===== config.mk =====
export PLATFORM = sky130hd
export DESIGN_NAME = seven_segment_scan_reader
export DESIGN_NICKNAME = d
export VERILOG_FILES = /design/src/rtl/seg7_pkg.sv /design/src/rtl/seven_segment_pattern_decoder.sv /design/src/rtl/seven_segment_scan_reader.sv
export SDC_FILE = /design/constraint.sdc
export NUM_CORES = 1
export LEC_CHECK = 0
export CAP_MARGIN = 20
export CORE_MARGIN = 2
export CORE_UTILIZATION = 35
export CTS_BUF_LIST = sky130_fd_sc_hd__clkbuf_8
export CTS_CLUSTER_DIAMETER = 120
export DETAILED_ROUTE_END_ITERATION = 8
export PLACE_DENSITY = 0.66
export SETUP_SLACK_MARGIN = 0.02
export SLEW_MARGIN = 20
export SYNTH_ARGS = -nofsm -noshare
export SYNTH_HDL_FRONTEND = slang
export SYNTH_SLANG_ARGS = --single-unit

===== constraint.sdc =====
create_clock -name clk -period 2.85 [get_ports clk]
set_input_delay 0.285 -clock clk [delete_from_list [all_inputs] [get_ports clk]]
set_output_delay 0.285 -clock clk [all_outputs]
set_load 0.02 [all_outputs]

===== src/rtl/seg7_pkg.sv =====
// Shared seven-segment pattern table (abc_defg order, bit 6 = a, bit 0 = g).
// The encoder and decoder sides both use these constants.
package seg7_pkg;

  localparam int SEG7_W = 7;

  typedef logic [SEG7_W-1:0] seg7_t;

  localparam seg7_t SEG7_HEX_0 = 7'h7E;
  localparam seg7_t SEG7_HEX_1 = 7'h30;
  localparam seg7_t SEG7_HEX_2 = 7'h6D;
  localparam seg7_t SEG7_HEX_3 = 7'h79;
  localparam seg7_t SEG7_HEX_4 = 7'h33;
  localparam seg7_t SEG7_HEX_5 = 7'h5B;
  localparam seg7_t SEG7_HEX_6 = 7'h5F;
  localparam seg7_t SEG7_HEX_7 = 7'h70;
  localparam seg7_t SEG7_HEX_8 = 7'h7F;
  localparam seg7_t SEG7_HEX_9 = 7'h73;
  localparam seg7_t SEG7_HEX_A = 7'h77;
  localparam seg7_t SEG7_HEX_B = 7'h1F;
  localparam seg7_t SEG7_HEX_C = 7'h4E;
  localparam seg7_t SEG7_HEX_D = 7'h3D;
  localparam seg7_t SEG7_HEX_E = 7'h4F;
  localparam seg7_t SEG7_HEX_F = 7'h47;

endpackage


===== src/rtl/seven_segment_pattern_decoder.sv =====
// Combinational inverse of the hex-to-seven-segment table.
// valid is low for any pattern outside the sixteen hex glyphs.
module seven_segment_pattern_decoder
  import seg7_pkg::*;
(
  input  logic [SEG7_W-1:0] pattern,
  output logic [3:0]        nibble,
  output logic              valid
);

  always_comb begin
    nibble = 4'h0;
    valid  = 1'b1;
    case (pattern)
      SEG7_HEX_0: nibble = 4'h0;
      SEG7_HEX_1: nibble = 4'h1;
      SEG7_HEX_2: nibble = 4'h2;
      SEG7_HEX_3: nibble = 4'h3;
      SEG7_HEX_4: nibble = 4'h4;
      SEG7_HEX_5: nibble = 4'h5;
      SEG7_HEX_6: nibble = 4'h6;
      SEG7_HEX_7: nibble = 4'h7;
      SEG7_HEX_8: nibble = 4'h8;
      SEG7_HEX_9: nibble = 4'h9;
      SEG7_HEX_A: nibble = 4'hA;
      SEG7_HEX_B: nibble = 4'hB;
      SEG7_HEX_C: nibble = 4'hC;
      SEG7_HEX_D: nibble = 4'hD;
      SEG7_HEX_E: nibble = 4'hE;
      SEG7_HEX_F: nibble = 4'hF;
      default: begin
        nibble = 4'h0;
        valid  = 1'b0;
      end
    endcase
  end

endmodule


===== src/rtl/seven_segment_scan_reader.sv =====
// Recovers the hex value shown on a multiplexed seven-segment bus: debounces
// each digit dwell, decodes it into a slot, and publishes a frame once all digits are seen.
module seven_segment_scan_reader
  import seg7_pkg::*;
#(
  parameter int NUM_DIGITS    = 4,
  parameter int STABLE_CYCLES = 3
) (
  input  logic                    clk,
  input  logic                    reset,
  input  logic [SEG7_W-1:0]       seg_in,
  input  logic [NUM_DIGITS-1:0]   digit_sel,
  output logic [4*NUM_DIGITS-1:0] value_out,
  output logic                    frame_valid,
  output logic                    frame_err,
  output logic [NUM_DIGITS-1:0]   digit_err
);

  localparam int         SAMPLE_W = SEG7_W + NUM_DIGITS;
  localparam logic [3:0] CNT_MAX  = 4'(STABLE_CYCLES);
  localparam logic [3:0] CNT_ARM  = 4'(STABLE_CYCLES - 1);

  logic [SAMPLE_W-1:0]     sample;
  logic [3:0]              cnt;
  logic                    dwell_done;
  logic [4*NUM_DIGITS-1:0] slots, slots_nxt;
  logic [NUM_DIGITS-1:0]   captured, captured_nxt;
  logic [NUM_DIGITS-1:0]   err, err_nxt;
  logic [3:0]              nibble;
  logic                    nibble_valid;
  logic                    same, one_hot, capture, frame_done;

  seven_segment_pattern_decoder u_decoder (
    .pattern (seg_in),
    .nibble  (nibble),
    .valid   (nibble_valid)
  );

  assign same       = ({seg_in, digit_sel} == sample);
  assign one_hot    = ($countones(digit_sel) == 1);
  assign capture    = same && (cnt == CNT_ARM) && one_hot && !dwell_done;
  assign frame_done = capture && (&captured_nxt);

  // Next slot/error/captured state including the digit captured at this edge.
  always_comb begin
    slots_nxt    = slots;
    err_nxt      = err;
    captured_nxt = captured;
    if (capture) begin
      for (int i = 0; i < NUM_DIGITS; i++) begin
        if (digit_sel[i]) begin
          slots_nxt[4*i +: 4] = nibble_valid ? nibble : 4'h0;
          err_nxt[i]          = ~nibble_valid;
        end
      end
      captured_nxt = captured | digit_sel;
    end
  end

  always_ff @(posedge clk or posedge reset) begin
    if (reset) begin
      sample     <= '0;
      cnt        <= '0;
      dwell_done <= 1'b0;
    end else begin
      sample <= {seg_in, digit_sel};
      if (!same) begin
        cnt        <= 4'd1;
        dwell_done <= 1'b0;
      end else begin
        if (cnt != CNT_MAX) cnt <= cnt + 4'd1;
        if (capture) dwell_done <= 1'b1;
      end
    end
  end

  always_ff @(posedge clk or posedge reset) begin
    if (reset) begin
      slots       <= '0;
      captured    <= '0;
      err         <= '0;
      value_out   <= '0;
      frame_valid <= 1'b0;
      frame_err   <= 1'b0;
      digit_err   <= '0;
    end else begin
      slots       <= slots_nxt;
      frame_valid <= frame_done;
      if (frame_done) begin
        value_out <= slots_nxt;
        digit_err <= err_nxt;
        frame_err <= |err_nxt;
        captured  <= '0;
        err       <= '0;
      end else begin
        captured <= captured_nxt;
        err      <= err_nxt;
      end
    end
  end

endmodule


# [Word-level counts from Yosys, hierarchy flattened]
# Cells that the tools add are included.
[totals] input_bits=13 output_inout_bits=22 ff_bits=62 elab_cells=66
[classes] n_eq_ne=22 addsub=4 n_reduce_logical=8 bitwise=2 n_mux=20
[ops] operator="equality test 7 bit (second input constant)" count=12
[ops] operator="one-hot mux 4 bit (15 select lines)" count=1
[ops] operator="two-way mux 4 bit" count=11
[ops] operator="equality test 7 x 6 -> 1 bit (second input constant)" count=3
[ops] operator="two-way mux 16 bit" count=1
[ops] operator="OR reduction 16 bit" count=1
[ops] operator="equality test 11 bit" count=1
[ops] operator="equality test 7 x 5 -> 1 bit (second input constant)" count=1
[ops] operator="two-way mux 1 bit" count=7
[ops] operator="adder 1 x 1 -> 2 bit" count=2
[ops] operator="adder 4 x 1 -> 4 bit (second input constant)" count=1
[ops] operator="equality test 4 x 2 -> 1 bit (second input constant)" count=1
[ops] operator="logical AND 1 bit" count=4
[ops] operator="inequality test 2 x 1 -> 1 bit (second input constant)" count=2
[ops] operator="inequality test 4 x 2 -> 1 bit (second input constant)" count=1
[ops] operator="OR 4 bit" count=1
[ops] operator="AND reduction 4 bit" count=1
[ops] operator="OR reduction 4 bit" count=1
[ops] operator="adder 2 x 2 -> 3 bit" count=1
[ops] operator="equality test 3 x 1 -> 1 bit (second input constant)" count=1
[ops] operator="logical NOT 1 bit" count=1
[ops] operator="inverter 1 bit" count=1

# [Logic depth before layout (Yosys ltp)]
[logic_depth] word_depth=9 ltp_mapped=12 depth_no_buf=11

# [By module]
# A second synthesis with hierarchy kept.
[hier_totals] hier_cells=301 area_unflattened_um2=3175.5
[by_module_without_submodules] mod="seven_segment_scan_reader" cells_per_inst=239 n_inst=1 seq_area_each_um2=1551.5 area_each_um2=2703.8
[by_module_without_submodules] mod="seven_segment_pattern_decoder" cells_per_inst=62 n_inst=1 seq_area_each_um2=0.0 area_each_um2=471.7

# [Least setup slack after synthesis]
# No wires, ideal clock.
[synth_timing] kind="input -> register" startpoint="input digit_sel[0]" endpoint="register value_out[10]" arrival_time_ns=2.977 path_slack_ns=-0.251 path_buffers=1 stages=12 required_time_ns=2.725 setup_ns=0.125 path_cell_list="inv_1 > fa_1 > inv_1 > ha_1 > ha_1 > nor2_1 > nand3b_2 > nor4_2 > and2_1 > buf_2 > mux2_1 > mux2_2"
[synth_via] elab_cells_between_ends=12 cone_classes="2 x add/sub; 2 x eq/ne; 2 x mux; 1 x bitwise; 5 x reduce/logical"
[synth_lines] element="start, declared" line="seven_segment_scan_reader.sv:12" rtl="input logic [NUM_DIGITS-1:0] digit_sel,"
[synth_lines] element="adder 1 x 1 -> 2 bit (not written as such)" line="seven_segment_scan_reader.sv:40" rtl="assign one_hot = ($countones(digit_sel) == 1);"
[synth_lines] element="adder 2 x 2 -> 3 bit (not written as such)" line="seven_segment_scan_reader.sv:40"
[synth_lines] element="equality test 3 x 1 -> 1 bit" line="seven_segment_scan_reader.sv:40"
[synth_lines] element="logical AND 1 bit * (2 in a row)" line="seven_segment_scan_reader.sv:41" rtl="assign capture = same && (cnt == CNT_ARM) && one_hot && !dwell_done;"
[synth_lines] element="two-way mux 16 bit *" line="seven_segment_scan_reader.sv:49" rtl="if (capture) begin"
[synth_lines] element="named net slots_nxt[10]" line="seven_segment_scan_reader.sv:26" rtl="logic [4*NUM_DIGITS-1:0] slots, slots_nxt;"
[synth_lines] element="end signal, assigned" line="seven_segment_scan_reader.sv:90" rtl="value_out <= slots_nxt;"
[synth_lines] element="end, declared" line="seven_segment_scan_reader.sv:13" rtl="output logic [4*NUM_DIGITS-1:0] value_out,"
# The timed path passes the listed nets; every way through them passes the cells marked *.
# A chain may end at the register's enable or synchronous reset.

# [Worst setup path after layout]
[layout_timing] startpoint="input digit_sel[3]" endpoint="register value_out[10]"
# The elaborated chain is that of the path after synthesis.

==> results_dict.tcl <==
set metrics [dict create \
    drv_slew 0 \
    cts_tree "built" \
    status "complete, no violations" \
    r2r_end "value_out[2]" \
    clk_pin_slew_ns 0.07 \
    whs_ns 0.269 \
    numCtsBuffers 9 \
    hold_buffers 0 \
    start_kind "input port" \
    min_to "sample[1]" \
    power_frac_seq_pct 46.6 \
    p_int_mw 1.45 \
    cp-end-kind "register" \
    cts_buffer_depth 2 \
    switching_share_pct 24.0 \
    drc 0 \
    fp.dieArea_mm2 0.00924 \
    core-area_mm2 0.00822 \
    finalSetupViolations 0 \
    ff2ff_setup_slack_ns 0.51 \
    dp_hpwl_um 4590 \
    io_pins 35 \
    fmaxAchievable_mhz 360 \
    grt.total_usage_pct 15.2 \
    antenna_found_initial 0 \
    min_path_type "in2reg" \
    arrival_ns 3.00 \
    start_util_pct 36.1 \
    holdPathStages 2 \
    die_y_um 96.1 \
    area_growth_pct 32.1 \
    syn_area_per_cell_um2 10.9 \
    nets 352 \
    async_reset_ff_share_pct 100 \
    rsz0062_at_grt "no" \
    fin_crit_sh_pct 97.4 \
    critPathMaxFanout 2 \
    worst-r2r-cell-count 6 \
    antenna_left 0 \
    min_from "digit_sel[1]" \
    ys.flop_type "dfrtp_1" \
    grt_pass1_wl_um 10700 \
    port_buffers 34 \
    fin_area_mm2 0.00392 \
    grt_max_degree 25 \
    crit_buf_inv 3 \
    htree_levels 3 \
    rows 33 \
    yosysWarnings 0 \
    synthCells 273 \
    seq_area_frac_synth_pct 52.3 \
    overflow 0 \
    max_stage_delay_ns 0.56 \
    skew_ns 0.0138 \
    slowest_stage "fa_1" \
    place_area_mm2 0.00367 \
    clock_latency_ns 0.34 \
    vdd_drop_max_uv 370 \
    routedWlPerCell_um 14.9 \
    syn_area_mm2 0.00297 \
    critPathTopFamily "adder cells" \
    crit_path_cell_trace "clkdlybuf4s15_1 -> clkinvlp_4 -> fa_1 -> inv_2 -> ha_4 -> ha_4 -> nor2_4 -> nand3b_4 -> nor4_4 -> and2_4 -> mux2_4 -> mux2_4" \
    gp_congestion 0.827 \
    final_hold_viol_count 0 \
    r2r_start "sample[10]" \
    pwr-share-clk_pct 44.9 \
    dp_cells 427 \
    p_comb_share_pct 8.4 \
    vias 2232 \
    stdcell_count 444 \
    synth_cell_types 55 \
    p_leak_nw 1.84 \
    layout.cells.most_common "dfrtp_1" \
    ys_ff_latch 62 \
    layout_min_cycle_time_ns 2.78 \
    p_total_mw 1.91 \
    synth_fp_nets 291 \
    postLayoutSetupSlackWorst_ns 0.0737 \
    vias_per_cell 5.03 \
    n_antenna_cell 0 \
    synth-edff-count 0 \
    p_per_area_mw_per_mm2 487 \
    fp.dieW_um 96.1 \
    worst_pin_slew_ns 0.979 \
    synthTopCellsByArea "dfrtp_1, mux2i_1, nor2_1" \
    root_buffer "clkbuf_8" \
    pre_cts_ws_ns -0.485 \
    final_cell_mix "dfrtp_1, clkdlybuf4s50_1, nor2_1" \
    routed_wl_um 6600 \
    cts.sinks 62 \
    drive_above_1_share_pct 22.1 \
    relSlewSlack_pct 33.9 \
    grt_pass1_vias 2151 \
    synth_top_cell_area_share_pct 52.3 \
    worstSetupPathType "in2reg" \
    drt_iter0_drc 228 \
    critPathRequiredTime_ns 3.07 \
    p_switching_mw 0.458 \
    yosys.area.top_type "dfrtp_1" \
    drv_cap 0 \
    dr.pass1.iters 4 \
]
cells by family after synthesis:
kind of cell / after synthesis / share of synthesized area, %
flops: 62 / 52.3
compound gates: 41 / 8.60
xor+xnor: 14 / 4.13
fa+ha+maj: 5 / 2.36
simple gates: 93 / 18.6
buf+inv: 34 / 5.23
mux: 24 / 8.81
how the worst max path moves through the flow:
stage	start	to	depth (start not counted)
2_1_floorplan	digit_sel[3]	value_out[10]	12
3_3_place_gp	digit_sel[3]	value_out[10]	12
3_5_place_dp	digit_sel[3]	value_out[10]	11
4_1_cts	digit_sel[1]	value_out[10]	12
5_1_grt	digit_sel[3]	value_out[10]	12
6_report	digit_sel[3]	value_out[10]	12
per-stage QoR:
| step | setup TNS (ns) | util [%] |
|---|---|---|
| 6_report | 0 | 47.7 |
| 5_1_grt | 0 | 47.7 |
| 4_1_cts | 0 | 47.4 |
| 3_5_place_dp | -14.91 | 44.6 |
| 3_3_place_gp | -11.59 | 44.6 |
| 2_1_floorplan | -0.0547 | - |
power groups by stage:
stage | clock [mW] | sequential, mW | combinational, mW
2_1_floorplan | 0 | 0.907 | 0.0956
3_3_place_gp | 0 | 0.907 | 0.156
3_5_place_dp | 0 | 0.908 | 0.158
4_1_cts | 0.880 | 0.891 | 0.158
5_1_grt | 0.920 | 0.891 | 0.179
6_report | 0.858 | 0.891 | 0.161
flip-flops by register name, summed over array words and instances (netlist names):
register,flops
captured,4
cnt,4
digit_err,4
dwell_done,1
err,4
frame_err,1
frame_valid,1
sample,11
slots,16
value_out,16
what timing repair did:
item                                    4_1_cts  5_1_grt
resized for setup                             3        7
endpoints found under the setup margin       34       17
buffers inserted                              0        1
pin swaps                                     1        4
area by class of cell:
type / instances / area [um2]
sequential: 62 / 1550
clock inverter: 7 / 98.8
clock buffer: 9 / 124
fill: 769 / 4290
tap: 105 / 131
inverter: 20 / 82.6
timing repair buffer: 64 / 596
multi-input combinational: 177 / 1340
routing by layer:
layer,global-route usage (%),share of wire [%],vias up
li1,-,-,1062
met1,22.2,48,1107
met2,22.4,46,57
met3,3.68,5.0,6
met4,4.64,0.70,0
met5,0,0,-
cell usage after synthesis (3+ instances only):
library cell and number:
dfrtp_1 62, nor2_1 29, inv_1 20, nand2_1 20, mux2i_1 16, a21oi_1 12, xnor2_1 12, o21ai_1 10
clkbuf_1 9, ha_1 4, mux2_2 4, nand3_1 4, nor3_4 4, o21ai_0 4, a31oi_1 3, and2_1 3
buf_6 3, mux2_4 3, nand4_1 3
worst reg2reg max path: stages (launching register included):
cell and delay, ns:
dfrtp_1 0.38, xnor2_1 0.18, nand4_1 0.17, or3_1 0.59, nor3_4 0.29, mux2_4 0.33, mux2_2 0.27
(Power assumes the default switching activity.)
